## src/rtl/fetch_pkg.sv

```systemverilog
// Shared types and constants for the fetch stage.
//   INSTR_W / ADDR_W : instruction and address widths
//   DEFAULT_RESET_PC : default PC loaded on reset
//   PC_STEP          : sequential PC increment
//   NOP_INSTR        : instruction value shown when the IF/ID head is empty
//   fetch_entry_t    : one IF/ID queue entry {instr, pc_plus4}
//   align_pc()       : clears the two low PC bits
package fetch_pkg;

  localparam int unsigned INSTR_W = 32;
  localparam int unsigned ADDR_W  = 32;

  localparam logic [ADDR_W-1:0]  DEFAULT_RESET_PC = 32'h0000_0000;
  localparam logic [ADDR_W-1:0]  PC_STEP          = 32'd4;
  localparam logic [ADDR_W-1:0]  PC_ALIGN_MASK    = 32'hFFFF_FFFC;
  localparam logic [INSTR_W-1:0] NOP_INSTR        = 32'h0000_0000;

  typedef struct packed {
    logic [INSTR_W-1:0] instr;
    logic [ADDR_W-1:0]  pc_plus4;
  } fetch_entry_t;

  function automatic logic [ADDR_W-1:0] align_pc(input logic [ADDR_W-1:0] pc);
    return pc & PC_ALIGN_MASK;
  endfunction

endpackage

```

## src/rtl/fetch_queue.sv

```systemverilog
// IF/ID fetch queue: a small circular FIFO of fetch entries.
//   clk_i, rst_i   : clock, synchronous active-high reset
//   clear_i        : flush all entries (wins over enq_i/deq_i)
//   enq_i          : push enq_data_i (caller guarantees space)
//   deq_i          : pop the head (ignored while empty)
//   count_o        : number of valid entries
//   head_valid_o   : queue non-empty
//   head_o         : head entry, {NOP_INSTR, 0} while empty
// DEPTH must be a power of two so the pointers wrap naturally.
module fetch_queue
  import fetch_pkg::*;
#(
  parameter int unsigned DEPTH = 2
) (
  input  logic                         clk_i,
  input  logic                         rst_i,
  input  logic                         clear_i,
  input  logic                         enq_i,
  input  fetch_entry_t                 enq_data_i,
  input  logic                         deq_i,
  output logic [$clog2(DEPTH+1)-1:0]   count_o,
  output logic                         head_valid_o,
  output fetch_entry_t                 head_o
);

  localparam int unsigned PtrW = (DEPTH > 1) ? $clog2(DEPTH) : 1;
  localparam int unsigned CntW = $clog2(DEPTH+1);

  logic [PtrW-1:0] wptr_q, wptr_d;
  logic [PtrW-1:0] rptr_q, rptr_d;
  logic [CntW-1:0] count_q, count_d;
  fetch_entry_t    mem_q [DEPTH];

  logic do_enq;
  logic do_deq;

  assign do_enq = enq_i & ~clear_i;
  assign do_deq = deq_i & ~clear_i & (count_q != '0);

  always_comb begin
    wptr_d  = wptr_q;
    rptr_d  = rptr_q;
    count_d = count_q;
    if (clear_i) begin
      wptr_d  = '0;
      rptr_d  = '0;
      count_d = '0;
    end else begin
      if (do_enq) wptr_d = wptr_q + 1'b1;
      if (do_deq) rptr_d = rptr_q + 1'b1;
      case ({do_enq, do_deq})
        2'b10:   count_d = count_q + 1'b1;
        2'b01:   count_d = count_q - 1'b1;
        default: count_d = count_q;
      endcase
    end
  end

  always_ff @(posedge clk_i) begin
    if (rst_i) begin
      wptr_q  <= '0;
      rptr_q  <= '0;
      count_q <= '0;
    end else begin
      wptr_q  <= wptr_d;
      rptr_q  <= rptr_d;
      count_q <= count_d;
    end
  end

  // Storage needs no reset: the head is masked whenever the queue is empty.
  always_ff @(posedge clk_i) begin
    if (!rst_i && do_enq) begin
      mem_q[wptr_q] <= enq_data_i;
    end
  end

  assign count_o      = count_q;
  assign head_valid_o = (count_q != '0);

  always_comb begin
    head_o = '{instr: NOP_INSTR, pc_plus4: '0};
    if (head_valid_o) head_o = mem_q[rptr_q];
  end

  // Push into a full queue without a same-cycle pop would lose an entry.
  assert property (@(posedge clk_i) disable iff (rst_i)
    !(do_enq && !do_deq && (count_q == CntW'(DEPTH))));

endmodule

```

## src/rtl/fetch_pc_ctrl.sv

```systemverilog
// Fetch-stage PC sequencer and IF/ID buffer.
//   clk, rst        : clock, synchronous active-high reset
//   pc_out          : current PC, drives the PC+4 incrementer and imem address
//   pc_plus4        : incrementer result for pc_out
//   imem_req        : fetch issued at pc_out this cycle
//   imem_rdata      : instruction, returned one cycle after imem_req
//   redirect_valid  : branch/jump taken; flushes fetch
//   redirect_pc     : redirect target (low two bits ignored)
//   id_ready        : decode can accept the head this cycle
//   if_id_valid     : queue head valid
//   if_id_instr     : queue head instruction
//   if_id_pc_plus4  : queue head PC+4
// Requests are credit-limited: one is issued only if a queue slot is still
// free after counting the response already in flight and this cycle's pop,
// so a response can always be enqueued the cycle it arrives.
module fetch_pc_ctrl
  import fetch_pkg::*;
#(
  parameter logic [ADDR_W-1:0] RESET_PC = DEFAULT_RESET_PC,
  parameter int unsigned       DEPTH    = 2
) (
  input  logic               clk,
  input  logic               rst,
  output logic [ADDR_W-1:0]  pc_out,
  input  logic [ADDR_W-1:0]  pc_plus4,
  output logic               imem_req,
  input  logic [INSTR_W-1:0] imem_rdata,
  input  logic               redirect_valid,
  input  logic [ADDR_W-1:0]  redirect_pc,
  input  logic               id_ready,
  output logic               if_id_valid,
  output logic [INSTR_W-1:0] if_id_instr,
  output logic [ADDR_W-1:0]  if_id_pc_plus4
);

  localparam int unsigned CntW = $clog2(DEPTH+1);

  logic [ADDR_W-1:0] pc_q;
  logic              inflight_q;
  logic [ADDR_W-1:0] tag_q;       // pc_plus4 of the request in flight

  logic [CntW-1:0]   q_count;
  logic              q_valid;
  fetch_entry_t      q_head;
  fetch_entry_t      q_enq_data;
  logic              q_enq;
  logic              deq;
  int                free_slots;

  assign deq        = q_valid & id_ready;
  assign free_slots = int'(DEPTH) - int'(q_count) - int'(inflight_q) + int'(deq);
  assign imem_req   = ~rst & ~redirect_valid & (free_slots > 0);

  // A response landing together with a redirect or reset is stale.
  assign q_enq      = inflight_q & ~redirect_valid & ~rst;
  assign q_enq_data = '{instr: imem_rdata, pc_plus4: tag_q};

  always_ff @(posedge clk) begin
    if (rst) begin
      pc_q       <= align_pc(RESET_PC);
      inflight_q <= 1'b0;
      tag_q      <= '0;
    end else if (redirect_valid) begin
      pc_q       <= align_pc(redirect_pc);
      inflight_q <= 1'b0;
    end else if (imem_req) begin
      pc_q       <= align_pc(pc_plus4);
      inflight_q <= 1'b1;
      tag_q      <= pc_plus4;
    end else begin
      inflight_q <= 1'b0;
    end
  end

  fetch_queue #(
    .DEPTH (DEPTH)
  ) u_queue (
    .clk_i        (clk),
    .rst_i        (rst),
    .clear_i      (redirect_valid),
    .enq_i        (q_enq),
    .enq_data_i   (q_enq_data),
    .deq_i        (deq),
    .count_o      (q_count),
    .head_valid_o (q_valid),
    .head_o       (q_head)
  );

  assign pc_out         = pc_q;
  assign if_id_valid    = q_valid;
  assign if_id_instr    = q_head.instr;
  assign if_id_pc_plus4 = q_head.pc_plus4;

  // The credit rule keeps the slot budget non-negative.
  assert property (@(posedge clk) disable iff (rst) free_slots >= 0);

  // The external incrementer is expected to track pc_out.
  assert property (@(posedge clk) disable iff (rst)
    imem_req |-> (pc_plus4 == pc_out + PC_STEP));

endmodule

```

## config.mk

```make
export PLATFORM = sky130hd
export DESIGN_NAME = fetch_pc_ctrl
export DESIGN_NICKNAME = d
export VERILOG_FILES = /design/src/rtl/fetch_pkg.sv /design/src/rtl/fetch_queue.sv /design/src/rtl/fetch_pc_ctrl.sv
export SDC_FILE = /design/constraint.sdc
export NUM_CORES = 1
export LEC_CHECK = 0
export CAP_MARGIN = 10
export CELL_PAD_IN_SITES_DETAIL_PLACEMENT = 1
export CELL_PAD_IN_SITES_GLOBAL_PLACEMENT = 2
export CORE_MARGIN = 2
export CORE_UTILIZATION = 29
export DETAILED_ROUTE_END_ITERATION = 10
export GPL_TIMING_DRIVEN = 0
export PLACE_DENSITY_LB_ADDON = 0.1
export SETUP_SLACK_MARGIN = 0.05
export SYNTH_ARGS = -nofsm -noshare
export SYNTH_HDL_FRONTEND = slang
export SYNTH_SLANG_ARGS = --single-unit
```

## constraint.sdc

```tcl
create_clock -name clk -period 3.8 [get_ports clk]
set_input_delay 0.38 -clock clk [delete_from_list [all_inputs] [get_ports clk]]
set_output_delay 0.38 -clock clk [all_outputs]
set_load 0.01 [all_outputs]
```

==> parameters.txt, run 1 <==
Parameter                              Value

Route
  Via count of the routed design    5556
  Drt pass-1 iters    4
  Routed wirelength normalized by instance count    19.25 µm
  Final antenna-violating net count    0
  Final routed wirelength across all metal layers    22500 µm
  Initial detailed-routing violation count    241
  Number of vias per cell    4.753
  Drc violations    0

Floorplanning
  Top-level I/O count    198
  Initial cell density of the core    29.40%
  Std-Cell Rows    59
  Die W    166.1 µm
  Die height    166.1 µm
  Die Outline Area    27580 µm²
  Std-Cell Core Area    25910 µm²

Yosys
  Synth warn    0
  Flops & latches, synth    196
  Cell area after synthesis    7617 µm²
  Average instance area after synthesis    12.65 µm²
  Number of distinct library cells after synthesis    33
  Most frequently used flop master after synthesis    edfxtp_1
  Asr flop ratio synth    0%
  Proportion of synthesized chip area in sequential cells    68.33%
  Number of standard cells after synthesis    602
  Number of enable flip-flop cells after synthesis    128

Critical path
  Data arrival time of the worst path    3.12 ns
  Reg-to-reg critical path startpoint    u_queue.count_o[0]$_SDFFE_PP0P_
  Highest net fanout along the worst path    4
  Data required time at the worst endpoint    3.42 ns
  CP Capture Type    output port
  Class of the most critical setup path    register to output port
  R2R Setup Slk    0.50 ns
  Startpoint type of the worst setup path    register
  R2r endpoint    tag_q[13]$_SDFFE_PP0P_
  Worst-case reg-to-reg path depth    15

Clock network
  Number of buffers inserted for hold repair after clock tree synthesis    0
  Count of H-tree levels built during CTS    4
  TritonCTS Buffers    17
  CTS clk-pin slew, worst paths    0.07 ns
  TritonCTS clock tree    built
  Num Clock Sinks    196
  Clock latency at the later pin of the worst-skew pair    0.43 ns
  Buffers from clock root to sink, at most    2
  CTS Root Cell    clkbuf_16

STA
  Final clock period utilization by the worst path    92.16%
  Fin. Hold Viols    0
  Slew Limit Fails    0
  Post-route setup TNS    0 ns
  Highest clock frequency the design can meet    285.5 MHz
  Slew HR    47.39%
  Transition time at the pin with the least slew margin    0.7892 ns
  Worst clock skew    0.009568 ns
  Final Setup Violations    0
  Unrepaired setup endpoints after global routing    no
  Final worst path period need    3.502 ns

Placed design
  GP Congestion    0.8031
  Number of input and output port buffers inserted    192
  Number of instances in the placed design    1133
  Half-perimeter wire length of the detailed placement result    16170 µm

Min path
  Number of instances on the worst hold path    2
  Startpoint of the worst hold path    rst
  Endpoint, Worst Hold    pc_out[2]$_SDFFE_PP0P_
  Type of the tightest min-delay check    input port to register

Cells and area
  FILL cells    2770
  Total area of sequential cells    5210 µm²
  Core Util, Final    41.28%
  Proportion of layout cells with a drive suffix above 1    7.803%
  Final standard cell count with taps included and fillers excluded    1169
  Signed area change from the synthesized netlist to the final layout    40.42%
  Area of the multi-input gates    2225 µm²
  Number of nets in the finished design    928

GRT
  Number of global-route vias before repair    6203
  Overall routing resource usage    16.42%
  Maximum number of pins on one net before global-route repair    46
  First-pass GRT wire length    34800 µm
  Sum of overflow across all layers after global routing    0
  Initial antenna violation count    2

Pwr
  Lkg Pwr    3.415 nW
  Power, Total    0.004525 W
  Pwr per Cell Area    423.0 nW/µm²
  Peak ir drop on the vdd network    0.2130 mV

Outcome
  Status    completed

Flow run
  Number of violations of the max-capacitance limit    0
==> sequential cells by signal, summed over array words and instances (netlist names), named ones only <==
name / count
inflight_q: 1
pc_out: 30
tag_q: 32
u_queue.count_o: 2
u_queue.mem_q: 128
u_queue.rptr_q: 1
u_queue.wptr_q: 1
==> final cells by class <==
cell class                      instances  share of cell area, %
Inverter                                8                 0.2807
Clock inverter                         15                  1.345
Antenna cell                            1                0.02339
Timing Repair Buffer                  199                  18.94
Multi-Input combinational cell        351                  20.80
Clock buffer                           17                  3.977
Sequential cell                       196                  48.71
Tap cell                              335                  3.919
Buffer                                 47                  2.012
==> what timing repair did <==
action | CTS | global route
resized for setup | 12 | 5
setup endpoints to repair | 64 | 1
setup buffers | 4 | 0
pin swaps | 1 | 1
==> synth_stat cells, drive strengths merged, types with 2 or more instances <==
master	n	area share, %
dfxtp	68	18
nand3	32	2.1
xnor2	3	0.35
nand2	9	0.44
edfxtp	128	50
buf	17	1.2
mux2i	64	8.4
a21oi	33	2.2
a31oi	8	0.66
inv	8	0.39
o211ai	8	0.79
fa	2	0.53
a311oi	22	2.5
clkbuf	31	1.5
nor2	96	4.8
ha	6	0.99
o21ai	56	3.7
==> per-stage QoR <==
stage / area [µm²] / setup slack [ns] / hold WS [ns]
after floorplan: 7624 / 0.7902 / 0.4192
after global placement: 9965 / -0.7075 / 0.4234
after detailed placement: 10050 / -0.8284 / 0.4367
after CTS: 10680 / 0.2013 / 0.2699
after global routing: 10700 / 0.06059 / 0.3030
final: 10700 / 0.2980 / 0.2796
==> worst max path at each step <==
stage | start | to | slack, ns | depth (start not counted)
final | u_queue.count_o[0]$_SDFFE_PP0P_ | imem_req | 0.30 | 13
after floorplan | u_queue.count_o[0]$_SDFFE_PP0P_ | imem_req | 0.79 | 12
after detailed placement | u_queue.count_o[0]$_SDFFE_PP0P_ | imem_req | -0.83 | 11
after global routing | u_queue.count_o[1]$_SDFFE_PP0P_ | imem_req | 0.06 | 13
after CTS | u_queue.count_o[0]$_SDFFE_PP0P_ | imem_req | 0.20 | 13
after global placement | u_queue.count_o[0]$_SDFFE_PP0P_ | imem_req | -0.71 | 11
==> power breakdown <==
part | internal, W | switching [W] | total (W)
registers | 0.00233 | 0.0000331 | 0.00236
logic | 0.000207 | 0.000203 | 0.000410
clock network | 0.000923 | 0.000834 | 0.00176
total | 0.00345 | 0.00107 | 0.00453
==> cell families after synthesis <==
logic type                 Yosys count  synth area share (%)
DFF                                196                 68.33
AOI/OAI and AO/OA                  129                 10.20
xor gates and xnor gates             4                0.4600
other                                1               0.04923
muxes                               64                 8.410
buffers and inverters               56                 3.088
and+or+nand+nor                    144                 7.950
adders and majority gates            8                 1.511
==> cell usage in the layout, fill, tap and decap left out, types with 22 or more instances in the layout <==
cell type / instances
a21oi_1: 33
dfxtp_1: 66
nor2_1: 94
clkbuf_1: 29
edfxtp_1: 128
o21ai_0: 51
clkdlybuf4s50_1: 191
a311oi_1: 22
nand3_1: 32
mux2i_1: 64
==> routing by layer <==
metal | GRT usage, % | up-vias | share of wire (%)
li1 | - | 2637 | -
met1 | 19.68 | 2742 | 43
met2 | 29.30 | 150 | 51
met3 | 3.908 | 25 | 5.0
met4 | 4.839 | 2 | 1.5
met5 | 0 | - | 0.040
==> critical path: stages, from the launching register on <==
cell and delay, ns:
dfxtp_4 0.38, inv_2 0.06, ha_1 0.27, inv_1 0.07, ha_2 0.18, inv_1 0.05
fa_1 0.36, inv_1 0.07, ha_1 0.22, nand2b_2 0.21, a211oi_4 0.29, clkbuf_8 0.20
nor2_1 0.03, dlygate4sd2_1 0.29
No activity file was read; power rests on OpenSTA's default activity.
==> run 2, diff against run 1 <==
TNS_END_PERCENT = 50   (was not set)
clock period = 3 ns   (was 3.8 ns; I/O delays follow)
==> parameters.txt, run 2 (synthesis gave the netlist of run 1 again) <==
Parameter                              Value

Placed design
  GP Congestion    0.8031
  Worst Setup Slack post-DPL    -1.548 ns
  Number of instances in the placed design    1133
  Half-perimeter wire length of the detailed placement result    16170 µm
  Number of input and output port buffers inserted    192

Floorplanning
  Die W    166.1 µm
  Die height    166.1 µm
  Std-Cell Rows    59
  Top-level I/O count    198
  Initial cell density of the core    29.40%
  Std-Cell Core Area    25910 µm²
  Die Outline Area    27580 µm²

Route
  Final routed wirelength across all metal layers    23480 µm
  Via count of the routed design    5697
  Drc violations    0
  Number of vias per cell    4.791
  Routed wirelength normalized by instance count    19.75 µm
  Final antenna-violating net count    0
  Drt pass-1 iters    4
  Initial detailed-routing violation count    210

STA
  Slew HR    41.41%
  Fin. Hold Viols    0
  Highest clock frequency the design can meet    329.1 MHz
  Unrepaired setup endpoints after global routing    yes
  Setup slack of the critical path after layout    -0.03899 ns
  Post-route worst hold slack    0.1986 ns
  Final worst path period need    3.039 ns
  Transition time at the pin with the least slew margin    0.8788 ns
  Final clock period utilization by the worst path    101.3%
  Worst clock skew    0.01263 ns
  Slew Limit Fails    0
  Final Setup Violations    2
  Post-route setup TNS    -0.05108 ns

GRT
  Overall routing resource usage    16.48%
  First-pass GRT wire length    34950 µm
  Number of global-route vias before repair    6197
  Initial antenna violation count    1
  Sum of overflow across all layers after global routing    0
  Maximum number of pins on one net before global-route repair    46

Pwr
  Combinational fraction of design power    11.1%
  Peak ir drop on the vdd network    0.2595 mV
  Share of total power in sequential cells    50.9%
  Switching share of power    24.14%
  Lkg Pwr    3.649 nW
  Pwr per Cell Area    518.3 nW/µm²
  Power dissipated by switching net loads    0.001420 W
  Portion of total power attributed to the clock network    38.0%
  Power, Total    0.005881 W
  Internal power consumption    0.004462 W

Cells and area
  Final standard cell count with taps included and fillers excluded    1189
  Number of nets in the finished design    949
  Number of flip-flops in the largest register    128
  FILL cells    2730
  Top library cells by usage in the layout, fill and taps aside    clkdlybuf4s50_1, edfxtp_1, nor2_1
  Top register by number of flip-flops    u_queue.mem_q
  Antenna cell count    0
  Signed area change from the synthesized netlist to the final layout    48.98%
  Leading cell type in the layout, fill and taps excluded    clkdlybuf4s50_1
  Proportion of layout cells with a drive suffix above 1    17.10%

Critical path
  Startpoint type of the worst setup path    register
  Class of the most critical setup path    register to output port
  CP Capture Type    output port
  Worst-case reg-to-reg path depth    10
  Highest net fanout along the worst path    4
  R2R Setup Slk    -0.01 ns
  R2r endpoint    pc_out[7]$_SDFFE_PP0P_
  Data arrival time of the worst path    2.74 ns
  Reg-to-reg critical path startpoint    u_queue.count_o[0]$_SDFFE_PP0P_
  Data required time at the worst endpoint    2.70 ns

Min path
  Type of the tightest min-delay check    input port to register
  Number of instances on the worst hold path    2
  Startpoint of the worst hold path    rst
  Endpoint, Worst Hold    pc_out[2]$_SDFFE_PP0P_

Outcome
  Status    complete, but fails checks
  Failing checks    setup timing

Flow run
  Number of violations of the max-capacitance limit    0

Clock network
  Buffers from clock root to sink, at most    2
  Num Clock Sinks    196
  Count of H-tree levels built during CTS    4
  TritonCTS Buffers    17
  CTS clk-pin slew, worst paths    0.07 ns
  TritonCTS clock tree    built
  Clock latency at the later pin of the worst-skew pair    0.43 ns
  CTS Root Cell    clkbuf_16
-- run 2: changes by cell type in the layout (fill, tap and decap cells not counted), sizes merged --
cell | previous run | this run
buf | 23 | 43
clkbuf | 48 | 50
diode | 1 | 0
dlygate4sd2 | 1 | 0
-- run 2: stage by stage --
step                      cell area (µm²)  util [%]
final                               11350     43.80
after global routing                11350     43.80
after CTS                           10750     41.49
after detailed placement            10050     38.79
after global placement               9965     38.46
after floorplan                      7624         -
-- run 2: how the worst max path moves through the flow --
| stage | startpoint | endpoint | depth (start not counted) |
|---|---|---|---|
| final | u_queue.count_o[0]$_SDFFE_PP0P_ | imem_req | 13 |
| after global routing | u_queue.count_o[0]$_SDFFE_PP0P_ | pc_out[7]$_SDFFE_PP0P_ | 10 |
| after CTS | u_queue.count_o[1]$_SDFFE_PP0P_ | imem_req | 13 |
| after detailed placement | u_queue.count_o[0]$_SDFFE_PP0P_ | imem_req | 11 |
| after global placement | u_queue.count_o[0]$_SDFFE_PP0P_ | imem_req | 11 |
| after floorplan | u_queue.count_o[0]$_SDFFE_PP0P_ | imem_req | 12 |
-- run 2: worst max-delay path, cell delays in order, from the launching register on --
cell      delay, ns
dfxtp_4        0.36
inv_4          0.05
ha_4           0.18
nor2b_4        0.14
ha_4           0.16
inv_2          0.04
fa_2           0.33
inv_2          0.08
ha_4           0.19
nand2b_4       0.15
a211oi_4       0.28
clkbuf_8       0.20
nor2_2         0.03
buf_2          0.14
-- run 2: final cells by class --
type | instances | area, µm² | area share, %
flip-flops and latches | 196 | 5214 | 45.94
multi-input cells | 351 | 2509 | 22.11
repair buffers | 219 | 2307 | 20.33
clock buffers | 17 | 425.4 | 3.749
well taps | 335 | 419.2 | 3.693
plain buffers | 48 | 295.3 | 2.602
clock inverters | 15 | 143.9 | 1.268
inverters | 8 | 35.03 | 0.3087
-- run 2: timing repair --
action | in CTS | in global routing
endpoints found under the setup margin | 115 | 63
resized for setup | 38 | 115
cloned | 0 | 5
pin swaps | 3 | 37
setup buffers | 8 | 12
hold buffers | 0 | 0
-- run 2: per-layer routing --
| layer | up-vias | GRT usage (%) | wire length [µm] |
|---|---|---|---|
| met4 | 2 | 4.197 | 299 |
| met1 | 2840 | 19.76 | 10060 |
| met3 | 25 | 4.075 | 1085 |
| li1 | 2687 | - | - |
| met5 | - | 0 | 9 |
| met2 | 143 | 29.60 | 12020 |
-- run 2: power groups by stage --
stage               clock, W  sequential [W]  combinational (W)
floorplan                  0         0.00305           0.000187
global placement           0         0.00305           0.000498
detailed placement         0         0.00305           0.000514
CTS                  0.00229         0.00299           0.000536
global route         0.00240         0.00300           0.000704
finish               0.00223         0.00299           0.000655
